`config.mk`:
```
export PLATFORM = sky130hd
export DESIGN_NAME = buzzer_zone_scheduler
export DESIGN_NICKNAME = d
export VERILOG_FILES = /design/src/rtl/buzzer_zone_scheduler.sv
export SDC_FILE = /design/constraint.sdc
export NUM_CORES = 1
export LEC_CHECK = 0
export ABC_AREA = 1
export CAP_MARGIN = 30
export CELL_PAD_IN_SITES_DETAIL_PLACEMENT = 0
export CELL_PAD_IN_SITES_GLOBAL_PLACEMENT = 2
export CORE_MARGIN = 2
export CORE_UTILIZATION = 32
export CTS_CLUSTER_DIAMETER = 60
export DETAILED_ROUTE_END_ITERATION = 16
export PLACE_DENSITY = 0.74
export SETUP_SLACK_MARGIN = 0.1
export SLEW_MARGIN = 20
export SYNTH_ARGS = -nofsm -noshare
export SYNTH_HDL_FRONTEND = slang
export SYNTH_SLANG_ARGS = --single-unit
export TNS_END_PERCENT = 20
```
`constraint.sdc`:
```
create_clock -name clk -period 1.7 [get_ports clk]
set_input_delay 0.34 -clock clk [delete_from_list [all_inputs] [get_ports clk]]
set_output_delay 0.34 -clock clk [all_outputs]
set_load 0.005 [all_outputs]
```
`src/rtl/buzzer_zone_scheduler.sv`:
```
// buzzer_zone_scheduler
// Shares one alarm buzzer among NZONES sensor zones. Each zone input is
// debounced and latches a sticky pending alarm; a round-robin scheduler then
// grants the buzzer to one pending zone for ALERT_CYCLES, followed by a
// silent gap of GAP_CYCLES before the next grant.
// Optional feature: define BUZZ_PATTERN_EN to make the buzzer sound a
// zone-specific on/off pattern (buzz = ~alert_cnt[zone]) during ALERT.
// All outputs are registered; ena=0 freezes every register.

module buzzer_zone_scheduler #(
    parameter int NZONES       = 3,
    parameter int DEB_CYCLES   = 7,
    parameter int ALERT_CYCLES = 31,
    parameter int GAP_CYCLES   = 4
) (
    input  logic              clk,
    input  logic              rst_n,
    input  logic              ena,
    input  logic [NZONES-1:0] zone_in,
    input  logic [NZONES-1:0] clear_i,
    output logic              buzz_o,
    output logic [NZONES-1:0] grant_o,
    output logic [NZONES-1:0] pending_o,
    output logic              busy_o
);

    localparam int PW = (NZONES > 1) ? $clog2(NZONES) : 1;

    localparam logic [7:0]    DEB_MAX    = 8'(DEB_CYCLES);
    localparam logic [7:0]    ALERT_LAST = 8'(ALERT_CYCLES - 1);
    localparam logic [7:0]    GAP_LAST   = 8'(GAP_CYCLES - 1);
    localparam logic [PW-1:0] PTR_INIT   = PW'(NZONES - 1);

    typedef enum logic [1:0] {
        IDLE  = 2'd0,
        ALERT = 2'd1,
        GAP   = 2'd2
    } state_t;

    state_t            state;
    state_t            state_next;

    logic [7:0]        deb_cnt  [NZONES];
    logic [7:0]        deb_next [NZONES];
    logic [NZONES-1:0] deb_set;
    logic [NZONES-1:0] pending_next;

    logic [7:0]        alert_cnt;
    logic [7:0]        alert_next;
    logic [7:0]        gap_cnt;
    logic [7:0]        gap_next;

    logic [PW-1:0]     last_grant;
    logic [PW-1:0]     last_next;
    logic [PW-1:0]     sel_idx;
    logic              sel_found;

    logic [NZONES-1:0] grant_next;
    logic              buzz_next;
    logic              busy_next;
    logic              abort_req;

    // Per-zone debounce counters and the sticky pending alarm bits; a set
    // caused by the counter reaching DEB_MAX overrides a same-cycle clear.
    always_comb begin
        for (int i = 0; i < NZONES; i++) begin
            deb_next[i] = deb_cnt[i];
            deb_set[i]  = 1'b0;
            if (!zone_in[i]) begin
                deb_next[i] = 8'd0;
            end else if (deb_cnt[i] != DEB_MAX) begin
                deb_next[i] = deb_cnt[i] + 8'd1;
                deb_set[i]  = ((deb_cnt[i] + 8'd1) == DEB_MAX);
            end
        end
        pending_next = (pending_o & ~clear_i) | deb_set;
    end

    // Round-robin pick: first pending zone after last_grant, wrapping around.
    always_comb begin
        int            idx;
        logic [PW-1:0] idx_p;
        sel_found = 1'b0;
        sel_idx   = '0;
        idx       = 0;
        idx_p     = '0;
        for (int k = 1; k <= NZONES; k++) begin
            idx   = (int'(last_grant) + k) % NZONES;
            idx_p = PW'(idx);
            if (!sel_found && pending_o[idx_p]) begin
                sel_found = 1'b1;
                sel_idx   = idx_p;
            end
        end
    end

    // FSM next state plus the next values of the registered outputs.
    always_comb begin
        logic [2:0] pat_idx;
        state_next = state;
        alert_next = alert_cnt;
        gap_next   = gap_cnt;
        last_next  = last_grant;
        grant_next = grant_o;
        buzz_next  = 1'b0;
        busy_next  = 1'b0;
        abort_req  = |(clear_i & grant_o);
        pat_idx    = '0;

        case (state)
            IDLE: begin
                grant_next = '0;
                if (sel_found) begin
                    state_next = ALERT;
                    last_next  = sel_idx;
                    alert_next = 8'd0;
                    grant_next = {{(NZONES-1){1'b0}}, 1'b1} << sel_idx;
                end
            end
            ALERT: begin
                if (abort_req || (alert_cnt == ALERT_LAST)) begin
                    state_next = GAP;
                    gap_next   = 8'd0;
                    grant_next = '0;
                end else begin
                    alert_next = alert_cnt + 8'd1;
                end
            end
            GAP: begin
                grant_next = '0;
                if (gap_cnt == GAP_LAST) begin
                    state_next = IDLE;
                end else begin
                    gap_next = gap_cnt + 8'd1;
                end
            end
            default: begin
                state_next = IDLE;
                grant_next = '0;
            end
        endcase

        busy_next = (state_next != IDLE);
        pat_idx   = 3'(last_next);
        if (state_next == ALERT) begin
`ifdef BUZZ_PATTERN_EN
            buzz_next = ~alert_next[pat_idx];
`else
            buzz_next = 1'b1;
`endif
        end
    end

    // State, counters and output registers; everything holds while ena is low.
    always_ff @(posedge clk or negedge rst_n) begin
        if (!rst_n) begin
            state      <= IDLE;
            alert_cnt  <= 8'd0;
            gap_cnt    <= 8'd0;
            last_grant <= PTR_INIT;
            pending_o  <= '0;
            grant_o    <= '0;
            buzz_o     <= 1'b0;
            busy_o     <= 1'b0;
            for (int i = 0; i < NZONES; i++) begin
                deb_cnt[i] <= 8'd0;
            end
        end else if (ena) begin
            state      <= state_next;
            alert_cnt  <= alert_next;
            gap_cnt    <= gap_next;
            last_grant <= last_next;
            pending_o  <= pending_next;
            grant_o    <= grant_next;
            buzz_o     <= buzz_next;
            busy_o     <= busy_next;
            for (int i = 0; i < NZONES; i++) begin
                deb_cnt[i] <= deb_next[i];
            end
        end
    end

endmodule

```
# After elaboration in Yosys (flattened, before gate mapping)
# Index checks and enable logic that the tools add are counted.
# word_totals
elab_cells	103
regBits	52
# op_classes
addsub	8
shifts	1
n_mux	38
div_mod_pow	3
bitwise	4
reduce_logical	17
n_eq_ne	18
n_lt_le_gt_ge	3
# ops
operator	count
remainder unit 32 x 3 -> 32 bit, second input constant	3
two-way mux 8 bit	10
adder 8 x 1 -> 8 bit, second input constant	5
case mux 8 bit (2 select lines)	2
equality test 8 x 3 -> 1 bit, second input constant	3
!= test 8 x 3 -> 1 bit, second input constant	3
two-way mux 1 bit	13
two-way mux 2 bit	6
less-than comparator 2 x 3 -> 1 bit, second input constant	3
equality test 8 x 2 -> 1 bit, second input constant	1
equality test 8 x 5 -> 1 bit, second input constant	1
!= test 2 bit, second input constant	4
AND reduction 2 bit	4
AND reduction 4 bit	2
adder 2 x 2 -> 3 bit, second input constant	2
AND 3 bit	2
binary-select mux 1 bit (select 2 bit)	3
two-way mux 3 bit	2
!= test 2 x 1 -> 1 bit, second input constant	3
case mux 2 bit (3 select lines)	1
case mux 3 bit (2 select lines)	1
nonzero test 2 bit	3
equality test 2 x 1 -> 1 bit, second input constant	2
adder 2 x 1 -> 3 bit, second input constant	1
other kinds (10)	12

# Depth between registers and ports, before layout
# Gate-level depths: netlist of the first run.
# logic_depth
ltp_word	15
mapped_depth	15
ltp_nobuf	13

# Worst setup path after synthesis of the first run
# No wires, ideal clock.
# synth_path
path_type	register to register
from	reg last_grant[1]
to	reg alert_cnt[0]
path_slack_ns	0.019
path_buffers	2
stages_incl_launch_ff	14
arrival_ns	1.553
required_time_ns	1.572
setup_time_ns	0.128
cell_sequence	dfstp_2 > ha_1 > buf_6 > inv_2 > nand2_1 > nand3_2 > nand2_2 > nand2_1 > inv_1 > nand2_2 > nand2_2 > buf_6 > nand3_1 > o21ai_0
# synth_between
elab_chain_len	13
# synth_lines
item	line	text
start, declared	53	logic [PW-1:0] last_grant;
start signal, assigned	172	last_grant <= last_next;
adder 2 x 1 -> 3 bit	88	idx = (int'(last_grant) + k) % NZONES;
remainder unit 32 x 3 -> 32 bit	88	
binary-select mux 1 bit (select 2 bit)	90	if (!sel_found && pending_o[idx_p]) begin
two-way mux 1 bit (not written as such)	90	
two-way mux 1 bit	90	
zero test 1 bit	90	
logical AND 1 bit	90	
two-way mux 1 bit	90	
zero test 1 bit	90	
logical AND 1 bit	90	
two-way mux 1 bit *	90	
!= test 2 bit (no source line) *	--	
AND reduction 4 bit (no source line) *	--	
end signal, assigned	170	alert_cnt <= alert_next;
end, declared	48	logic [7:0] alert_cnt;
# Mark *: on every way between the ends. The rest lies on a longest branch, timed or not. The select of a mux whose other input is x is not followed.
# A chain may end at the register's enable or synchronous reset.

# Worst setup path in the final report of the first run
# layout_path
from	reg last_grant[1]
to	reg grant_o[0]
# layout_between
elab_chain_len	14
# layout_lines
item	line	text
adder 2 x 1 -> 3 bit	88	
remainder unit 32 x 3 -> 32 bit	88	
binary-select mux 1 bit (select 2 bit)	90	
two-way mux 1 bit (not written as such)	90	
two-way mux 1 bit	90	
zero test 1 bit	90	
logical AND 1 bit	90	
two-way mux 1 bit	90	
zero test 1 bit	90	
logical AND 1 bit	90	
two-way mux 2 bit	90	
left shift 1 x 2 -> 3 bit	117	grant_next = {{(NZONES-1){1'b0}}, 1'b1} << sel_idx;
two-way mux 3 bit *	113	if (sel_found) begin
case mux 3 bit (2 select lines) *	110	case (state)
end signal, assigned	174	grant_o <= grant_next;
end, declared	22	output logic [NZONES-1:0] grant_o,
# Marks and branches as above.

==> results of run 1 <==
## flip-flops by register name (all words and copies together) (netlist names)
name        count
alert_cnt       8
busy_o          1
buzz_o          1
deb_cnt        24
gap_cnt         8
grant_o         3
last_grant      2
pending_o       3
state           2
## timing repair
action,CTS,global route
pin swaps,13,14
gates resized for setup,32,29
setup endpoints to repair,24,45
buffers inserted,6,1
gates cloned,1,0
## power groups by stage
| stage | registers, mW | clock network, mW | logic (mW) |
|---|---|---|---|
| final | 1.55 | 0.728 | 1.93 |
| after global routing | 1.57 | 0.834 | 2.15 |
| after CTS | 1.54 | 0.775 | 1.84 |
| after detailed placement | 1.55 | 0 | 1.50 |
| after global placement | 1.55 | 0 | 1.48 |
| after floorplan | 1.53 | 0 | 0.999 |
## logic make-up after synthesis
| group | after synthesis | share of synthesized area [%] |
|---|---|---|
| AOI/OAI and AO/OA | 45 | 7.97 |
| xor gates and xnor gates | 21 | 5.89 |
| adders and majority gates | 13 | 5.21 |
| buffers and inverters | 59 | 8.01 |
| DFF | 52 | 41.7 |
| and+or+nand+nor | 223 | 31.2 |
## worst reg2reg max path: stages (launching register included)
cell and delay, ns:
dfstp_2 0.61, ha_4 0.25, buf_4 0.14, buf_4 0.13
nor3_1 0.18, a31oi_1 0.06, nand2_1 0.11, nor2_2 0.05
nand2_1 0.06, nand2_1 0.04
## stage by stage
stage	setup slack (ns)	power, mW	TNS [ns]	cells	utilization (%)
finish	-0.0325	4.21	-0.236	597	41.1
global route	-0.151	4.55	-1.99	597	41.1
CTS	-0.0382	4.15	-0.259	596	39.8
detailed placement	-0.207	3.05	-3.67	581	37.6
global placement	-0.188	3.04	-3.51	581	37.6
floorplan	0.0486	2.53	0	413	-
## layer usage
layer  share of wire (%)  up-vias  GRT usage, %
li1                    -     1426             -
met1                  49     1240          19.9
met2                  47       23          26.1
met3                 2.4        8          2.71
met4                 1.5        0          4.55
met5                   0        -             0
## area by class of cell
class	count	area share [%]
multi-input cells	303	44.6
flip-flops and latches	52	33.0
repair buffers	49	11.1
inverters	52	5.05
well taps	133	4.20
clock buffers	7	1.93
clock inverters	1	0.221
## layout by cell type, fill, tap and decap left out, types with 2 or more instances in the layout
| cell | netlist | routed |
|---|---|---|
| clkdlybuf4s50_1 | 0 | 9 |
| nand4_1 | 6 | 6 |
| nor2_4 | 1 | 2 |
| nand2_4 | 0 | 3 |
| nor3b_1 | 2 | 2 |
| buf_6 | 3 | 5 |
| inv_4 | 0 | 2 |
| buf_4 | 1 | 27 |
| dlymetal6s2s_1 | 0 | 3 |
| dfrtp_2 | 0 | 3 |
| nand2_1 | 111 | 102 |
| inv_1 | 51 | 46 |
| o22ai_1 | 7 | 7 |
| inv_2 | 1 | 4 |
| clkbuf_8 | 0 | 5 |
| o21ai_0 | 26 | 21 |
| clkbuf_1 | 1 | 2 |
| nand3_1 | 38 | 30 |
| or2_2 | 2 | 2 |
| nor3_2 | 0 | 3 |
| nor2_2 | 2 | 4 |
| nor2_1 | 39 | 36 |
| ha_4 | 0 | 5 |
| o21ai_2 | 2 | 3 |
| nand2_2 | 7 | 14 |
| xnor2_1 | 5 | 5 |
| nor3_1 | 12 | 9 |
| o21ai_1 | 2 | 5 |
| xor2_1 | 16 | 16 |
| nand3_2 | 3 | 11 |
| ha_1 | 13 | 6 |
| a21oi_1 | 5 | 5 |
| dlygate4sd2_1 | 0 | 3 |
| ha_2 | 0 | 2 |
| dfrtp_1 | 51 | 48 |
## worst paths after layout
path	end	slack, ns	cells after the start
worst max-delay path	grant_o[0]$_DFFE_PN0P_	-0.03	9
worst min-delay path	deb_cnt[20]$_DFFE_PN0P_	0.009	2
worst max register to register	grant_o[0]$_DFFE_PN0P_	-0.03	9
worst min register to register	gap_cnt[6]$_DFFE_PN0P_	0.49	2
max in group asynchronous	last_grant[1]$_DFFE_PN1P_	1.40	2
min in group clk	gap_cnt[6]$_DFFE_PN0P_	0.49	2
==> impl_metrics.env, run 1 <==
export IMPL_critical_path_cell_chain="ha_4 -> buf_4 -> buf_4 -> nor3_1 -> a31oi_1 -> nand2_1 -> nor2_2 -> nand2_1 -> nand2_1"
export IMPL_fillerInstances=1025
export IMPL_yosys_area_top_type="dfrtp_1"
export IMPL_overflow=0
export IMPL_r2r_startpoint="last_grant[1]$_DFFE_PN1P_"
export IMPL_critPathArrivalTime_ns=1.95
export IMPL_initial_utilization_pct=32.4
export IMPL_synth_cell_type_count=30
export IMPL_syn_instance_count=413
export IMPL_slowest_stage="dfstp_2"
export IMPL_holdBufCountCts=0
export IMPL_power_report_internal_total_mw=2.56
export IMPL_ys_warn_count=0
export IMPL_fp_dieArea_um2=10600
export IMPL_hold_violations=0
export IMPL_clock_insertion_delay_worst_skew_ns=0.31
export IMPL_pwr_density_cell_nw_per_um2=1060
export IMPL_cts_max_level=2
export IMPL_grt_first_pass_wirelength_um=12700
export IMPL_dp_hpwl_um=5240
export IMPL_holdCritPathClass="input port to asynchronous set/reset pin"
export IMPL_drt_pre_antenna_iters=4
export IMPL_ff_latch_count_synth=52
export IMPL_rows=36
export IMPL_netlist_area_leader_share_pct=40.8
export IMPL_placeableCoreArea_um2=9640
export IMPL_worst_slew_pin_slew_ns=0.282
export IMPL_post_synth_main_area_contributors="dfrtp_1 41%, nand2_1 13%, inv_1 6.1%"
export IMPL_wirelength_um=7340
export IMPL_syn_cell_area_um2=3120
export IMPL_sequentialPowerShare_pct=36.9
export IMPL_cp_max_fo=5
export IMPL_grt_setup_unrepaired="true"
export IMPL_leak_pwr_nw=1.88
export IMPL_timing_worst_setup_path_type="flop to flop"
export IMPL_drt_iter0_markers=110
export IMPL_die_width_um=103
export IMPL_failed_checks="negative setup slack"
export IMPL_antenna_cells=0
export IMPL_fp_dieH_um=103
export IMPL_timing_critical_path_slowest_cell_delay_ns=0.61
export IMPL_cts_max_path_buffers=2
export IMPL_cap_viol_max_count=0
export IMPL_syn_num_nets=435
export IMPL_skew_ns=0.00645
export IMPL_vias_in_the_first_global_route=2724
export IMPL_top_family_by_delay_on_critical_path="flip-flops"
export IMPL_synth_flop_cell="dfrtp_1"
export IMPL_power_frac_clock_pct=17.3
export IMPL_max_freq_ghz=0.577
export IMPL_synth_sequential_area_ratio_pct=41.7
export IMPL_grt_max_degree=53
export IMPL_run_status="finished with violations"
export IMPL_tritoncts_num_buffers=5
export IMPL_num_io_pins=17
export IMPL_worst_hold_slack_ns=0.00863
export IMPL_route_detailed_wl_per_inst_um=12.3
export IMPL_nNetsFinal=485
export IMPL_remaining_drcs=0
export IMPL_setup_worst_path_start="last_grant[1]$_DFFE_PN1P_"
export IMPL_final_clock_period_utilization_by_the_worst_path_pct=102
export IMPL_synth_edf_count=0
export IMPL_period_needed_ns=1.73
export IMPL_number_of_antenna_violations_at_the_first_check_in_global_routing=0
export IMPL_finalWorstSetupSlack_ns=-0.0325
export IMPL_combPwrFrac_pct=45.8
export IMPL_critPathBufInv=2
export IMPL_yosys_top_cells_count="111 x nand2_1, 51 x dfrtp_1, 51 x inv_1, 39 x nor2_1, 38 x nand3_1"
export IMPL_final_setup_viol_count=11
export IMPL_final_design_area_no_fill_um2=3960
export IMPL_cts_clk_slew_worst_paths_ns=0.10
export IMPL_drive_gt1_share_pct=21.8
export IMPL_net_switching_power_mw=1.65
export IMPL_ff_latch_area_um2=1310
export IMPL_multi_input_comb_area_um2=1770
export IMPL_antenna_left=0
export IMPL_timing_max_slew_rel_slack_pct=81.0
export IMPL_cts_tree="built"
export IMPL_portBuffers=16
export IMPL_postSynth_asyncResetShare_pct=100
export IMPL_postSynthAreaPerCell_um2=7.56
export IMPL_via_count=2697
export IMPL_cp_data_required_time_ns=1.91
export IMPL_critPathMostFrequentCell="nand2_1"
export IMPL_timing_max_transition_violations_final=0
export IMPL_power_share_switching_pct=39.1
export IMPL_clock_root_buffer="clkbuf_8"
export IMPL_grt_total_usage_pct=15.3
export IMPL_synth_most_common_cell="nand2_1"
export IMPL_worst_setup_path_end_kind="flop"
export IMPL_route_detailed_vias_per_inst=4.52
export IMPL_largest_vdd_supply_drop_mv=0.519
export IMPL_area_delta_synth_final_pct=26.8
export IMPL_place_congestion=0.748
export IMPL_critical_path_startpoint_type="flop"
export IMPL_placedInstanceArea_um2=3620
export IMPL_clock_sinks=52
Power figures use the tool's default switching activity.
==> run 2: changes to the inputs <==
- TNS_END_PERCENT: 20 -> 5
==> impl_metrics.env, run 2 (synthesis gave the netlist of run 1 again) <==
export IMPL_run_status="finished with violations"
export IMPL_failed_checks="negative setup slack"
export IMPL_layout_cells_most_common="nand2_1"
export IMPL_cp_max_fo=8
export IMPL_placeableCoreArea_um2=9640
export IMPL_via_count=2705
export IMPL_cts_max_level=2
export IMPL_mostFrequentLayoutCells="103 x nand2_1, 48 x dfrtp_1, 44 x inv_1"
export IMPL_antenna_cells=0
export IMPL_drt_pre_antenna_iters=4
export IMPL_clock_sinks=52
export IMPL_setup_worst_path_start="last_grant[1]$_DFFE_PN1P_"
export IMPL_num_io_pins=17
export IMPL_slowest_stage="dfstp_2"
export IMPL_overflow=0
export IMPL_top_signal_layer_used="met4"
export IMPL_tritoncts_num_buffers=5
export IMPL_reg_top3="deb_cnt (24), alert_cnt (8), gap_cnt (8)"
export IMPL_rows=36
export IMPL_timing_critical_path_slowest_cell_delay_ns=0.60
export IMPL_number_of_antenna_violations_at_the_first_check_in_global_routing=0
export IMPL_post_route_util_pct=40.8
export IMPL_clock_insertion_delay_worst_skew_ns=0.30
export IMPL_route_detailed_wl_per_inst_um=12.1
export IMPL_drive_gt1_share_pct=22.3
export IMPL_wirelength_um=7210
export IMPL_max_freq_ghz=0.574
export IMPL_final_setup_viol_count=15
export IMPL_timing_max_transition_violations_final=0
export IMPL_dr_wl_met3_um=171
export IMPL_hold_violations=0
export IMPL_grt_max_degree=53
export IMPL_met1Wirelength_um=3520
export IMPL_cap_viol_max_count=0
export IMPL_grt_setup_unrepaired="true"
export IMPL_remaining_drcs=0
export IMPL_clock_root_buffer="clkbuf_8"
export IMPL_timing_max_slew_rel_slack_pct=73.5
export IMPL_leak_pwr_nw=1.86
export IMPL_place_congestion=0.821
export IMPL_grt_first_pass_wirelength_um=12400
export IMPL_initial_utilization_pct=32.4
export IMPL_largest_vdd_supply_drop_mv=0.358
export IMPL_critical_path_startpoint_type="flop"
export IMPL_cp_data_required_time_ns=1.89
export IMPL_largest_reg_flops=24
export IMPL_fp_dieArea_um2=10600
export IMPL_worst_hold_slack_ns=0.0117
export IMPL_vias_in_the_first_global_route=2689
export IMPL_period_needed_ns=1.74
export IMPL_worst_setup_path_end_kind="flop"
export IMPL_holdBufCountCts=0
export IMPL_finalWorstSetupSlack_ns=-0.0410
export IMPL_met2WireLength_um=3450
export IMPL_skew_ns=0.00657
export IMPL_final_clock_period_utilization_by_the_worst_path_pct=102
export IMPL_holdCritPathClass="input port to asynchronous set/reset pin"
export IMPL_area_delta_synth_final_pct=26.0
export IMPL_die_width_um=103
export IMPL_route_detailed_vias_per_inst=4.55
export IMPL_critPathArrivalTime_ns=1.93
export IMPL_fin_setup_tns_ns=-0.328
export IMPL_top_family_by_delay_on_critical_path="simple AND/OR/NAND/NOR gates"
export IMPL_nNetsFinal=483
export IMPL_fillerInstances=1034
export IMPL_fp_dieH_um=103
export IMPL_worst_slew_pin_slew_ns=0.395
export IMPL_critical_path_cell_chain="ha_4 -> nand2_2 -> nand3_2 -> nand2_4 -> nand2_2 -> inv_2 -> nand2_2 -> nand2_4 -> nand2_4 -> inv_4 -> nand3_1"
export IMPL_cts_max_path_buffers=2
export IMPL_antenna_left=0
export IMPL_timing_worst_setup_path_type="flop to flop"
export IMPL_dp_hpwl_um=5280
export IMPL_cts_tree="built"
export IMPL_drt_iter0_markers=73
export IMPL_detailedPlace_worstSlack_ns=-0.221
export IMPL_r2r_startpoint="last_grant[1]$_DFFE_PN1P_"
export IMPL_portBuffers=16
export IMPL_grt_total_usage_pct=14.8
export IMPL_cts_clk_slew_worst_paths_ns=0.10
export IMPL_largest_register="deb_cnt"
export IMPL_critPathBufInv=2
export IMPL_pwr_density_cell_nw_per_um2=1050
[run 2: changes by cell type in the layout (fill, tap and decap cells not counted), sizes merged]
cell / delta
nand2: -1
dlygate4sd2: -1
clkinv: -1
buf: -1
clkdlybuf4s50: +1
clkbuf: +1
[run 2: layout make-up]
cell class | instances | area (µm²) | area share [%]
Clock buffer | 8 | 90.1 | 2.29
Inverter | 52 | 200 | 5.08
Multi-Input combinational cell | 302 | 1740 | 44.1
Sequential cell | 52 | 1310 | 33.2
Tap cell | 133 | 166 | 4.23
Timing Repair Buffer | 48 | 437 | 11.1
[run 2: final timing paths]
check,end,slack (ns),cells past startpoint
worst max register to register,busy_o$_DFFE_PN0P_,-0.04,11
max in group asynchronous,last_grant[1]$_DFFE_PN1P_,1.39,2
min in group clk,gap_cnt[6]$_DFFE_PN0P_,0.50,2
worst min-delay path,alert_cnt[3]$_DFFE_PN0P_,0.01,2
worst max-delay path,busy_o$_DFFE_PN0P_,-0.04,11
worst min register to register,gap_cnt[6]$_DFFE_PN0P_,0.50,2
[run 2: what timing repair did]
| item | 4_1_cts | 5_1_grt |
|---|---|---|
| buffers inserted | 1 | 0 |
| gates cloned | 0 | 0 |
| resized for setup | 33 | 31 |
| endpoints found under the setup margin | 25 | 47 |
| pin swaps | 10 | 25 |
[run 2: per-stage QoR]
stage | cell area (µm²) | total power, mW | instances
finish | 3940 | 4.12 | 595
CTS | 3840 | 4.09 | 595
global route | 3940 | 4.46 | 595
detailed placement | 3660 | 3.12 | 586
global placement | 3660 | 3.12 | 586
floorplan | 3140 | 2.50 | 413
[run 2: where the power goes]
group / switching, mW / internal, mW / total, mW
sequential: 0.148 / 1.39 / 1.54
clock: 0.411 / 0.334 / 0.745
combinational: 1.02 / 0.814 / 1.84
total: 1.58 / 2.54 / 4.12
[run 2: layer usage]
| layer | track usage, % | up-vias |
|---|---|---|
| met5 | 0 | - |
| met4 | 3.64 | 0 |
| met3 | 2.51 | 4 |
| met2 | 25.0 | 17 |
| met1 | 19.7 | 1269 |
| li1 | - | 1415 |
